<file path="src/rtl/axi4_lite_reg_bridge.sv">
// AXI4-Lite slave that turns host MMIO accesses into valid/ack register requests.
// Write and read engines are independent. Each one aborts with SLVERR if its target never acks.
module axi4_lite_reg_bridge #(
  parameter int unsigned AddressWidth  = 32,
  parameter int unsigned DataWidth     = 32,
  parameter int unsigned TimeoutCycles = 256
) (
  input  logic                    iClock,
  input  logic                    iReset,
  input  logic [AddressWidth-1:0] AWADDR,
  input  logic                    AWVALID,
  output logic                    AWREADY,
  input  logic [DataWidth-1:0]    WDATA,
  input  logic                    WVALID,
  output logic                    WREADY,
  output logic [1:0]              BRESP,
  output logic                    BVALID,
  input  logic                    BREADY,
  input  logic [AddressWidth-1:0] ARADDR,
  input  logic                    ARVALID,
  output logic                    ARREADY,
  output logic [DataWidth-1:0]    RDATA,
  output logic [1:0]              RRESP,
  output logic                    RVALID,
  input  logic                    RREADY,
  output logic [AddressWidth-1:0] oWriteAddress,
  output logic [DataWidth-1:0]    oWriteData,
  output logic                    oWriteValid,
  input  logic                    iWriteAck,
  output logic [AddressWidth-1:0] oReadAddress,
  output logic                    oReadValid,
  input  logic [DataWidth-1:0]    iReadData,
  input  logic                    iReadAck
);

  localparam logic [1:0]  RespOkay     = 2'b00;
  localparam logic [1:0]  RespSlvErr   = 2'b10;
  localparam logic [16:0] TimeoutLimit = 17'(TimeoutCycles);

  typedef enum logic [1:0] {W_IDLE, W_REQ, W_RESP} w_state_e;
  typedef enum logic [1:0] {R_IDLE, R_REQ, R_RESP} r_state_e;

  w_state_e                w_state_q, w_state_d;
  logic                    aw_have_q, aw_have_d;
  logic                    w_have_q, w_have_d;
  logic [15:0]             w_cnt_q, w_cnt_d;
  logic [16:0]             w_cnt_inc;
  logic                    awready_q, awready_d;
  logic                    wready_q, wready_d;
  logic                    wreq_q, wreq_d;
  logic                    bvalid_q, bvalid_d;
  logic [1:0]              bresp_q, bresp_d;
  logic [AddressWidth-1:0] waddr_q, waddr_d;
  logic [DataWidth-1:0]    wdata_q, wdata_d;
  logic                    aw_hs, w_hs;

  r_state_e                r_state_q, r_state_d;
  logic [15:0]             r_cnt_q, r_cnt_d;
  logic [16:0]             r_cnt_inc;
  logic                    arready_q, arready_d;
  logic                    rreq_q, rreq_d;
  logic                    rvalid_q, rvalid_d;
  logic [1:0]              rresp_q, rresp_d;
  logic [AddressWidth-1:0] raddr_q, raddr_d;
  logic [DataWidth-1:0]    rdata_q, rdata_d;

  always_comb begin
    w_state_d = w_state_q;
    aw_have_d = aw_have_q;
    w_have_d  = w_have_q;
    w_cnt_d   = w_cnt_q;
    awready_d = 1'b0;
    wready_d  = 1'b0;
    wreq_d    = 1'b0;
    bvalid_d  = 1'b0;
    bresp_d   = bresp_q;
    waddr_d   = waddr_q;
    wdata_d   = wdata_q;
    aw_hs     = AWVALID && awready_q;
    w_hs      = WVALID && wready_q;
    w_cnt_inc = {1'b0, w_cnt_q} + 17'd1;
    case (w_state_q)
      W_IDLE: begin
        if (aw_hs) begin
          waddr_d   = AWADDR;
          aw_have_d = 1'b1;
        end
        if (w_hs) begin
          wdata_d  = WDATA;
          w_have_d = 1'b1;
        end
        if (aw_have_d && w_have_d) begin
          w_state_d = W_REQ;
          wreq_d    = 1'b1;
          w_cnt_d   = '0;
          aw_have_d = 1'b0;
          w_have_d  = 1'b0;
        end else begin
          awready_d = !aw_have_d;
          wready_d  = !w_have_d;
        end
      end
      W_REQ: begin
        // Ack is checked first so that it wins a tie with the timeout.
        if (iWriteAck) begin
          w_state_d = W_RESP;
          bvalid_d  = 1'b1;
          bresp_d   = RespOkay;
        end else if (w_cnt_inc >= TimeoutLimit) begin
          w_state_d = W_RESP;
          bvalid_d  = 1'b1;
          bresp_d   = RespSlvErr;
          w_cnt_d   = TimeoutLimit[15:0];
        end else begin
          wreq_d  = 1'b1;
          w_cnt_d = w_cnt_inc[15:0];
        end
      end
      W_RESP: begin
        if (BREADY) begin
          w_state_d = W_IDLE;
          awready_d = 1'b1;
          wready_d  = 1'b1;
        end else begin
          bvalid_d = 1'b1;
        end
      end
      default: w_state_d = W_IDLE;
    endcase
  end

  always_ff @(posedge iClock) begin
    if (iReset) begin
      w_state_q <= W_IDLE;
      aw_have_q <= 1'b0;
      w_have_q  <= 1'b0;
      w_cnt_q   <= '0;
      awready_q <= 1'b0;
      wready_q  <= 1'b0;
      wreq_q    <= 1'b0;
      bvalid_q  <= 1'b0;
      bresp_q   <= '0;
      waddr_q   <= '0;
      wdata_q   <= '0;
    end else begin
      w_state_q <= w_state_d;
      aw_have_q <= aw_have_d;
      w_have_q  <= w_have_d;
      w_cnt_q   <= w_cnt_d;
      awready_q <= awready_d;
      wready_q  <= wready_d;
      wreq_q    <= wreq_d;
      bvalid_q  <= bvalid_d;
      bresp_q   <= bresp_d;
      waddr_q   <= waddr_d;
      wdata_q   <= wdata_d;
    end
  end

  always_comb begin
    r_state_d = r_state_q;
    r_cnt_d   = r_cnt_q;
    arready_d = 1'b0;
    rreq_d    = 1'b0;
    rvalid_d  = 1'b0;
    rresp_d   = rresp_q;
    raddr_d   = raddr_q;
    rdata_d   = rdata_q;
    r_cnt_inc = {1'b0, r_cnt_q} + 17'd1;
    case (r_state_q)
      R_IDLE: begin
        if (ARVALID && arready_q) begin
          raddr_d   = ARADDR;
          r_state_d = R_REQ;
          rreq_d    = 1'b1;
          r_cnt_d   = '0;
        end else begin
          arready_d = 1'b1;
        end
      end
      R_REQ: begin
        if (iReadAck) begin
          r_state_d = R_RESP;
          rvalid_d  = 1'b1;
          rdata_d   = iReadData;
          rresp_d   = RespOkay;
        end else if (r_cnt_inc >= TimeoutLimit) begin
          r_state_d = R_RESP;
          rvalid_d  = 1'b1;
          rdata_d   = '0;
          rresp_d   = RespSlvErr;
          r_cnt_d   = TimeoutLimit[15:0];
        end else begin
          rreq_d  = 1'b1;
          r_cnt_d = r_cnt_inc[15:0];
        end
      end
      R_RESP: begin
        if (RREADY) begin
          r_state_d = R_IDLE;
          arready_d = 1'b1;
        end else begin
          rvalid_d = 1'b1;
        end
      end
      default: r_state_d = R_IDLE;
    endcase
  end

  always_ff @(posedge iClock) begin
    if (iReset) begin
      r_state_q <= R_IDLE;
      r_cnt_q   <= '0;
      arready_q <= 1'b0;
      rreq_q    <= 1'b0;
      rvalid_q  <= 1'b0;
      rresp_q   <= '0;
      raddr_q   <= '0;
      rdata_q   <= '0;
    end else begin
      r_state_q <= r_state_d;
      r_cnt_q   <= r_cnt_d;
      arready_q <= arready_d;
      rreq_q    <= rreq_d;
      rvalid_q  <= rvalid_d;
      rresp_q   <= rresp_d;
      raddr_q   <= raddr_d;
      rdata_q   <= rdata_d;
    end
  end

  assign AWREADY       = awready_q;
  assign WREADY        = wready_q;
  assign BVALID        = bvalid_q;
  assign BRESP         = bresp_q;
  assign oWriteAddress = waddr_q;
  assign oWriteData    = wdata_q;
  assign oWriteValid   = wreq_q;
  assign ARREADY       = arready_q;
  assign RVALID        = rvalid_q;
  assign RRESP         = rresp_q;
  assign RDATA         = rdata_q;
  assign oReadAddress  = raddr_q;
  assign oReadValid    = rreq_q;

endmodule

</file>
<file path="config.mk">
export PLATFORM = sky130hd
export DESIGN_NAME = axi4_lite_reg_bridge
export DESIGN_NICKNAME = d
export VERILOG_FILES = /design/src/rtl/axi4_lite_reg_bridge.sv
export SDC_FILE = /design/constraint.sdc
export NUM_CORES = 1
export LEC_CHECK = 0
export ABC_AREA = 1
export BUFFER_PORTS_ARGS = -buffer_cell sky130_fd_sc_hd__buf_2
export CAP_MARGIN = 20
export CORE_AREA = 8 8 136 138
export DETAILED_ROUTE_END_ITERATION = 12
export DIE_AREA = 0 0 144 146
export PLACE_DENSITY = 0.75
export SLEW_MARGIN = 20
export SYNTH_ARGS = -nofsm -noshare
export SYNTH_HDL_FRONTEND = slang
export SYNTH_SLANG_ARGS = --single-unit
</file>
<file path="constraint.sdc">
create_clock -name iClock -period 2.1 [get_ports iClock]
set_clock_uncertainty 0.15 [all_clocks]
set_input_delay 0 -clock iClock [delete_from_list [all_inputs] [get_ports iClock]]
set_output_delay 0 -clock iClock [all_outputs]
set_load 0.01 [all_outputs]
</file>
==> results of run 1 <==
[final cells by class]
type                    count  area [um^2]  area share, %
inverters                 119        450.4          4.027
clock inverters            13        151.4          1.354
repair buffers            452         3177          28.40
flip-flops and latches    175         3527          31.54
multi-input cells         607         3148          28.15
clock buffers              19        442.9          3.960
diodes                      5        12.51         0.1119
well taps                 220        275.3          2.461
[repair_timing]
item | 4_1_cts | 5_1_grt
pin swaps | 1 | 23
hold endpoints to repair | 162 | 0
resized for setup | 5 | 79
cloned | 0 | 3
endpoints found under the setup margin | 45 | 58
setup buffers | 2 | 5
hold buffers | 137 | 0
[synthesized netlist by cell type, types with 3 or more instances]
| cell type | n | area [um^2] |
|---|---|---|
| dfxtp_1 | 175 | 3503 |
| inv_1 | 116 | 435.4 |
| nor3_1 | 16 | 80.08 |
| nor2_1 | 28 | 105.1 |
| nand4_1 | 7 | 43.79 |
| nand2_1 | 247 | 927.1 |
| nor2_2 | 5 | 31.28 |
| ha_1 | 8 | 100.1 |
| clkinv_1 | 3 | 11.26 |
| buf_6 | 3 | 33.78 |
| o21ai_0 | 66 | 330.3 |
| nor2_4 | 3 | 33.78 |
| a21oi_1 | 163 | 815.8 |
| clkbuf_1 | 44 | 165.2 |
| xor2_1 | 9 | 78.83 |
| nand3_2 | 3 | 30.03 |
| nand3_1 | 37 | 185.2 |
| xnor2_1 | 4 | 35.03 |
[sequential cells by signal, indices dropped and copies added, names as in the netlist, 2 cells and up]
register / flops
RDATA: 32
oReadAddress: 32
oWriteAddress: 32
oWriteData: 32
r_cnt_q: 16
w_cnt_q: 16
r_state_q: 2
w_state_q: 2
[power by group]
group,switching (uW),internal [uW]
Clock,1410,1820
Sequential,294,3820
Combinational,1660,1180
Total,3360,6820
[worst max-delay path, stage by stage (launching register included)]
cell        delay (ns)
dfxtp_4           0.37
buf_12            0.11
clkinvlp_4        0.09
nor2_4            0.10
nand2_1           0.07
nor2_1            0.08
nor2_1            0.04
nor2_1            0.14
nand2_1           0.12
nor2_4            0.18
nand3_2           0.11
nand2_4           0.16
clkbuf_16         0.18
nand2_1           0.08
a21oi_2           0.14
[worst min path at each step]
stage               start               end  slack, ns
6_report          ARVALID        r_cnt_q[2]       0.02
2_1_floorplan   ARADDR[0]   oReadAddress[0]     -0.005
3_3_place_gp   ARADDR[17]  oReadAddress[17]        0.1
3_5_place_dp   ARADDR[20]  oReadAddress[20]       0.10
4_1_cts           ARVALID        r_cnt_q[2]      0.002
5_1_grt           ARVALID   oReadAddress[0]       0.07
[through the flow]
stage          instances  instance area [um^2]  setup slack [ns]  setup TNS (ns)
2_1_floorplan        950                  7042            0.1301               0
3_3_place_gp        1426                  8785           0.06025               0
3_5_place_dp        1426                  8785          -0.05298          -1.204
4_1_cts             1597                 10780          0.004552               0
5_1_grt             1610                 11180           -0.2064          -6.233
6_report            1610                 11180           -0.1106          -1.629
[per-layer routing]
layer  vias to the layer above  global-route usage, %
met2                       350                  40.80
met1                      3711                  25.07
met4                         0                  13.52
met3                        97                  6.463
met5                         -                      0
li1                       3878                      -
[logic make-up after synthesis]
family / synth area share, %
AOI/OAI and AO/OA: 17.00
buffers and inverters: 9.387
xor gates and xnor gates: 1.618
DFF: 49.78
and+or+nand+nor: 20.75
adders and majority gates: 1.422
other: 0.05328
==> run_results.csv, run 1 <==
group,metric,value,unit
synthesis,synth_seq_area_share,49.78,%
final_layout,nets,1517,
job,drv_cap,0,
timing,finalHoldViolCount,0,
pwr,power,10180,uW
route,drtIter0Drc,536,
setup_path,cp_max_fo,7,
place,gp_congestion,0.9118,
final_layout,layout_commonest_cell,"buf_2",
setup_path,start_kind,"flip-flop",
synthesis,synthArstFlopShare,0,%
route,wl,26.02,mm
clocking,cts_tree,"done",
place,dp_hpwl,15.19,mm
floorplanning,ios,276,
clocking,cts_buffers,17,
final_layout,n_fill_cell,1191,
pwr,p_leak,0.005026,uW
timing,fin_hold_ws,0.01612,ns
route,drtPass1Iterations,5,
timing,setup_slack,-0.1106,ns
floorplanning,die_h,146,um
setup_path,critical_path.startpoint,"r_cnt_q[0]",
synthesis,syn_area,7038,um^2
timing,fmax,452.4,MHz
synthesis,synthCells,949,
pwr,power_density,910.2,nW/um^2
setup_path,reg2reg_slack,-0.11,ns
global_route,grt_usage,23.57,%
min_path,hold_depth,7,
route,wirelength_met1,9.432,mm
route,route.met2.wl,13.65,mm
timing,relSlewSlack,65.60,%
clocking,path_clk_slew,0.07,ns
global_route,grt_max_degree,104,
min_path,worstHoldPathType,"in2reg",
global_route,grt_pass1_vias,8016,
outcome,violations,"setup timing",
timing,grt_setup_unrepaired,"yes",
pwr,ir_drop,0.7821,mV
timing,period_minus_slack,2.211,ns
route,via_count,8036,
synthesis,synth_cell_types,28,
outcome,outcome,"finished with violations",
global_route,grt_pass1_wl,39.70,mm
clocking,cts_buffer_depth,2,
setup_path,crit_type,"reg2reg",
timing,slew_viol_final,0,
clocking,cts.sinks,175,
synthesis,yosys_warnings,0,
route,post-route-drc-count,0,
floorplanning,rows,47,
setup_path,end_kind,"flip-flop",
floorplanning,start_util,43.21,%
final_layout,drive_above_1_share,30.69,%
synthesis,synth.ff_latch_count,175,
timing,period_share,105.3,%
route,top_layer,"met4",
setup_path,worstReg2RegEnd,"RDATA[4]",
floorplanning,design.die.area,21020,um^2
global_route,gr-total-overflow,0,
clocking,clkLatencyLatePin,0.42,ns
synthesis,synth_edf_count,0,
timing,setup_violations,33,
synthesis,syn_avg_cell_area,7.416,um^2
setup_path,cp_data_required_time,2.30,ns
final_layout,synthToLayoutAreaGrowth,58.92,%
route,routedWlPerCell,16.16,um
setup_path,timing.rr.start,"r_cnt_q[0]",
timing,worstMarginPinSlew,0.5160,ns
route,drtAntennaViolNets,0,
final_layout,final_util,68.66,%
setup_path,arrival,2.41,ns
setup_path,endpoint,"RDATA[4]",
setup_path,r2r_cells,14,
global_route,antenna_found_initial,5,
route,wl_met3,1.739,mm
synthesis,synth_ff_type,"dfxtp_1",
clocking,cts-root-buf,"clkbuf_16",
clocking,htreeDepth,4,
floorplanning,core,16290,um^2
place,port_buffers,273,
floorplanning,die_width,144,um
route,vias_per_cell,4.991,
final_layout,mostFrequentLayoutCells,"272 x buf_2, 235 x nand2_1, 158 x dfxtp_1, 149 x a21oi_1, 137 x dlygate4sd3_1",
Note: power is estimated with default switching activity, not from simulation.
==> run 2: changes to the inputs <==
==> constraint.sdc (replaced) <==
create_clock -name iClock -period 2.1 [get_ports iClock]
set_clock_uncertainty 0.15 [all_clocks]
set_input_delay 0.105 -clock iClock [delete_from_list [all_inputs] [get_ports iClock]]
set_output_delay 0.105 -clock iClock [all_outputs]
set_load 0.01 [all_outputs]
==> run 2 against run 1 <==
The run still ends with setup timing left. Final cell count is 0.12% lower. Largest cell class unchanged. Flip-flop and latch count stayed put. Non-clock buffer count is 1 lower. Sequential share of layout area hardly changed. Sequential power hardly changed. Core utilization is 0.054 points higher. First-iteration DRC count is 6.3% lower. Worst setup slack better by 0.0060 ns. Highest routed layer unchanged. Register-to-register slack hardly changed. Via count hardly changed.
==> run_results.csv, run 2 (synthesis results as in run 1) <==
group,metric,value,unit
timing,period_share,105.0,%
setup_path,worstReg2RegEnd,"RDATA[25]",
timing,setup_slack,-0.1046,ns
global_route,grt_max_degree,104,
pwr,p_seq_share,40.4,%
floorplanning,ios,276,
timing,period_minus_slack,2.205,ns
clocking,htreeDepth,4,
pwr,clkPwrFrac,31.7,%
route,wl,25.94,mm
floorplanning,die_width,144,um
pwr,p_sw,3376,uW
floorplanning,design.die.area,21020,um^2
timing,grt_setup_unrepaired,"yes",
global_route,grt_pass1_vias,8002,
setup_path,timing.rr.start,"r_cnt_q[0]",
timing,setup_violations,31,
setup_path,reg2reg_slack,-0.10,ns
pwr,p_leak,0.005025,uW
route,routedWlPerCell,16.13,um
global_route,antenna_found_initial,4,
final_layout,nets,1516,
route,drtIter0Drc,502,
place,gp_congestion,0.9118,
route,drtPass1Iterations,6,
setup_path,end_kind,"flip-flop",
floorplanning,core,16290,um^2
global_route,gr-total-overflow,0,
global_route,grt_usage,23.53,%
clocking,cts-root-buf,"clkbuf_16",
clocking,path_clk_slew,0.07,ns
min_path,worstHoldPathType,"in2reg",
final_layout,synthToLayoutAreaGrowth,59.04,%
floorplanning,rows,47,
timing,fmax,453.6,MHz
final_layout,final_cells,1608,
timing,finalHoldViolCount,0,
final_layout,mostFrequentLayoutCells,"272 x buf_2, 230 x nand2_1, 158 x dfxtp_1, 148 x a21oi_1, 136 x dlygate4sd3_1",
final_layout,layout_commonest_cell,"buf_2",
pwr,ir_drop,0.7838,mV
place,port_buffers,273,
job,drv_cap,0,
place,placed_area,8785,um^2
route,vias_per_cell,5.002,
setup_path,critical_path.startpoint,"r_cnt_q[0]",
clocking,cts_buffer_depth,2,
setup_path,r2r_cells,14,
floorplanning,start_util,43.21,%
route,drtAntennaViolNets,0,
pwr,power_density,911.0,nW/um^2
setup_path,crit_type,"reg2reg",
outcome,violations,"setup timing",
pwr,p_int,6821,uW
setup_path,cp_data_required_time,2.31,ns
pwr,power,10200,uW
floorplanning,die_h,146,um
setup_path,start_kind,"flip-flop",
final_layout,drive_above_1_share,31.14,%
timing,slew_viol_final,0,
setup_path,endpoint,"RDATA[25]",
pwr,switching_share,33.10,%
clocking,cts.sinks,175,
place,dp_hpwl,15.19,mm
setup_path,cp_max_fo,7,
timing,fin_hold_ws,0.08483,ns
clocking,cts_buffers,17,
place,dp_cells,1426,
clocking,clkLatencyLatePin,0.43,ns
place,dp_slack,-0.05298,ns
pwr,combPwrFrac,28.0,%
route,via_count,8044,
outcome,outcome,"finished with violations",
route,post-route-drc-count,0,
final_layout,fin_area,11190,um^2
clocking,cts_tree,"done",
global_route,grt_pass1_wl,39.65,mm
setup_path,arrival,2.41,ns
==> run 2: cell types whose count changed in the layout (fill, tap and decap cells not counted), sizes merged <==
| cell | delta |
|---|---|
| diode | -1 |
| dlygate4sd3 | -1 |
==> run 2: how the worst min path moves through the flow <==
stage,startpoint,endpoint,slack (ns),cells after the start
2_1_floorplan,ARADDR[0],oReadAddress[0],0.1,2
3_3_place_gp,ARADDR[17],oReadAddress[17],0.20,3
3_5_place_dp,ARADDR[20],oReadAddress[20],0.21,3
4_1_cts,iReset,oReadAddress[12],0.08,3
5_1_grt,iReset,RDATA[8],0.10,3
6_report,iReset,RDATA[8],0.08,3
==> run 2: layout make-up <==
| cell class | instances | area (um^2) |
|---|---|---|
| clock inverter | 13 | 151.4 |
| inverter | 119 | 450.4 |
| timing repair buffer | 451 | 3167 |
| clock buffer | 19 | 442.9 |
| fill | 1181 | 5096 |
| antenna | 4 | 10.01 |
| tap | 220 | 275.3 |
| sequential | 175 | 3527 |
| multi-input combinational | 607 | 3169 |
==> run 2: repair_timing <==
| action | CTS | global route |
|---|---|---|
| gates cloned | 0 | 3 |
| buffers inserted | 2 | 5 |
| setup endpoints to repair | 45 | 59 |
| hold buffers | 136 | 0 |
| gates resized for setup | 5 | 86 |
| endpoints found under the hold margin | 140 | 0 |
| pin swaps | 1 | 23 |
==> run 2: power groups by stage <==
stage          Combinational, uW  Clock, uW  Sequential (uW)
5_1_grt                     3100       3400             4170
3_5_place_dp                2400          0             4130
4_1_cts                     2630       3270             4070
2_1_floorplan               1140          0             4350
6_report                    2850       3230             4110
3_3_place_gp                2360          0             4120
==> run 2: per-layer routing <==
| layer | vias up | part of all wire (%) | track usage, % |
|---|---|---|---|
| met5 | - | 0 | 0 |
| met4 | 0 | 4.2 | 13.31 |
| met3 | 88 | 6.7 | 6.398 |
| met2 | 349 | 53 | 40.80 |
| met1 | 3731 | 37 | 25.07 |
| li1 | 3876 | - | - |
==> run 2: critical path: stages, from the launching register on <==
cell and delay [ns]:
dfxtp_4 0.37, buf_12 0.11, clkinvlp_4 0.09, nor2_4 0.10
nand2_1 0.07, nor2_1 0.08, nor2_1 0.04, nor2_1 0.14
nand2_1 0.12, nor2_4 0.18, nand3_2 0.11, nand2_4 0.15
clkbuf_16 0.18, nand2_1 0.07, a21oi_2 0.15
==> run 2: stage by stage <==
stage               setup TNS [ns]  utilization, %
CTS                              0           66.11
floorplan                        0               -
global placement                 0           53.93
detailed placement          -1.204           53.93
global route                -6.358           68.72
finish                      -1.325           68.72
==> run 3: changes to the inputs <==
==> constraint.sdc (replaced) <==
create_clock -name iClock -period 2.1 [get_ports iClock]
set_clock_uncertainty 0.15 [all_clocks]
set_input_delay 0.21 -clock iClock [delete_from_list [all_inputs] [get_ports iClock]]
set_output_delay 0.21 -clock iClock [all_outputs]
set_load 0.01 [all_outputs]
==> run 3 against run 2 <==
The run still ends with setup timing left. Hold slack got worse by 0.063 ns. Sequential power is essentially flat. Worst setup slack improved by 0.024 ns. Clock-buffer cell count is the same. Final cell count down 0.50%. Routed wire length is 1.9% lower.
==> run_results.csv, run 3 (synthesis results as in run 1) <==
group,metric,value,unit
setup_path,path_buf_inv,1,
pwr,switching_share,33.27,%
clocking,cts_tree,"done",
clocking,path_clk_slew,0.07,ns
floorplanning,rows,47,
pwr,ir_drop,0.5425,mV
setup_path,cp_top_family,"simple AND/OR/NAND/NOR gates",
global_route,grt_max_degree,104,
setup_path,slowest_delay,0.38,ns
global_route,met2_usage,39.69,%
pwr,p_seq_share,41.1,%
pwr,power,9970,uW
final_layout,drive_above_1_share,29.07,%
final_layout,synthToLayoutAreaGrowth,56.46,%
route,vias_per_cell,4.952,
pwr,p_int,6652,uW
global_route,grt_use_met1,25.10,%
floorplanning,die_h,146,um
clocking,cts_buffer_depth,2,
global_route,grt_most_used_layer,"met2",
global_route,grt_pass1_wl,39.28,mm
clocking,cts.sinks,175,
floorplanning,core,16290,um^2
setup_path,reg2reg_slack,-0.08,ns
floorplanning,die_width,144,um
setup_path,end_kind,"flip-flop",
min_path,hold_depth,4,
route,drtIter0Drc,562,
outcome,violations,"setup timing",
route,post-route-drc-count,0,
setup_path,cp_data_required_time,2.31,ns
setup_path,start_kind,"flip-flop",
route,wl,25.44,mm
min_path,worstHoldPathType,"in2reg",
route,via_count,7923,
setup_path,timing.rr.start,"r_cnt_q[0]",
pwr,power_density,905.4,nW/um^2
place,port_buffers,273,
setup_path,r2r_cells,14,
floorplanning,ios,276,
setup_path,worstReg2RegEnd,"RDATA[29]",
floorplanning,design.die.area,21020,um^2
timing,slew_viol_final,0,
clocking,clkLatencyLatePin,0.42,ns
final_layout,layout_commonest_cell,"buf_2",
route,drtPass1Iterations,7,
pwr,combPwrFrac,27.7,%
place,gp_congestion,0.9143,
timing,setup_slack,-0.08098,ns
final_layout,mostFrequentLayoutCells,"272 x buf_2, 239 x nand2_1, 161 x dfxtp_1, 159 x a21oi_1, 131 x dlygate4sd3_1",
clocking,htreeDepth,4,
setup_path,crit_type,"reg2reg",
timing,period_minus_slack,2.181,ns
outcome,outcome,"finished with violations",
timing,finalHoldViolCount,0,
min_path,min_from,"ARVALID",
pwr,clkPwrFrac,31.2,%
job,drv_cap,0,
timing,setup_violations,37,
clocking,cts-root-buf,"clkbuf_16",
global_route,grt_pass1_vias,7873,
clocking,cts_buffers,17,
setup_path,crit_chain,"ha_4 -> nand3_4 -> nor2_4 -> nand2_1 -> nand2_1 -> nand2_1 -> nor2_1 -> nand2_1 -> nor2_4 -> nand3_2 -> nand2_4 -> clkbuf_16 -> nand2_1 -> a21oi_1",
place,placed_area,8805,um^2
route,routedWlPerCell,15.90,um
min_path,hold_end,"ARREADY",
timing,grt_setup_unrepaired,"yes",
global_route,grt_use_met3,5.840,%
final_layout,fin_area,11010,um^2
setup_path,cp_max_fo,13,
timing,period_share,103.9,%
pwr,p_leak,0.004964,uW
setup_path,critPathSlowestCell,"dfxtp_4",
pwr,p_sw,3318,uW
final_layout,nets,1508,
global_route,grt_usage,23.30,%
setup_path,arrival,2.39,ns
place,dp_hpwl,15.14,mm
timing,fmax,458.5,MHz
route,drtAntennaViolNets,0,
floorplanning,start_util,43.21,%
global_route,antenna_found_initial,4,
global_route,gr-total-overflow,0,
setup_path,cpMostUsedCell,"nand2_1",
## run 3: changes by cell type in the layout (fill, tap and decap cells not counted), sizes merged
cell / previous run / this run
inv: 121 / 124
dlygate4sd3: 136 / 131
clkinvlp: 3 / 1
buf: 313 / 310
bufinv: 2 / 1
## run 3: layout make-up
class,instances,area (um^2)
Antenna cell,4,10.01
Clock buffer,19,432.9
Clock inverter,13,145.1
Fill cell,1238,5278
Inverter,119,446.7
Multi-Input combinational cell,607,3088
Sequential cell,175,3523
Tap cell,220,275.3
Timing Repair Buffer,443,3090
## run 3: worst max path at each step
stage	startpoint	endpoint	slack, ns	cells after the start
final	r_cnt_q[0]	RDATA[29]	-0.08	14
after global placement	r_cnt_q[0]	RDATA[24]	0.07	14
after floorplan	r_state_q[0]	r_cnt_q[2]	0.13	8
after detailed placement	r_cnt_q[0]	RDATA[29]	-0.10	12
after CTS	w_cnt_q[5]	w_cnt_q[6]	0.002	10
after global routing	r_cnt_q[0]	RDATA[11]	-0.16	14
## run 3: worst min-delay path: stages
cell	delay, ns
buf_2	0.10
a21boi_1	0.07
inv_1	0.10
a21oi_1	0.07
## run 3: through the flow
stage | std cells | util (%) | setup TNS (ns) | hold slack (ns) | worst slack [ns]
2_1_floorplan | 950 | - | 0 | 0.2046 | 0.1301
5_1_grt | 1600 | 67.60 | -4.849 | 0.03608 | -0.1574
3_5_place_dp | 1427 | 54.05 | -1.941 | 0.2801 | -0.1003
6_report | 1600 | 67.60 | -1.525 | 0.02155 | -0.08098
4_1_cts | 1591 | 65.82 | 0 | 0.01435 | 0.002258
3_3_place_gp | 1427 | 54.05 | 0 | 0.2769 | 0.07119
## run 3: power groups by stage
stage / Sequential (uW) / Combinational [uW] / Clock (uW)
after floorplan: 4350 / 1140 / 0
after global placement: 4120 / 2370 / 0
after detailed placement: 4130 / 2400 / 0
after CTS: 4060 / 2620 / 3160
after global routing: 4160 / 3020 / 3300
final: 4100 / 2760 / 3110
## run 3: what timing repair did
action / in CTS / in global routing
setup endpoints to repair: 43 / 58
endpoints found under the hold margin: 133 / 0
hold buffers: 131 / 0
setup buffers: 1 / 3
gates resized for setup: 7 / 58
gates cloned: 0 / 2
pin swaps: 1 / 8
## run 3: layer usage
metal  part of all wire (%)  wire [um]  up-vias
li1                       -          -     3871
met1                     36       9222     3583
met2                     52      13200      363
met3                    6.7       1706      106
met4                    5.2       1319        0
met5                      0          0        -
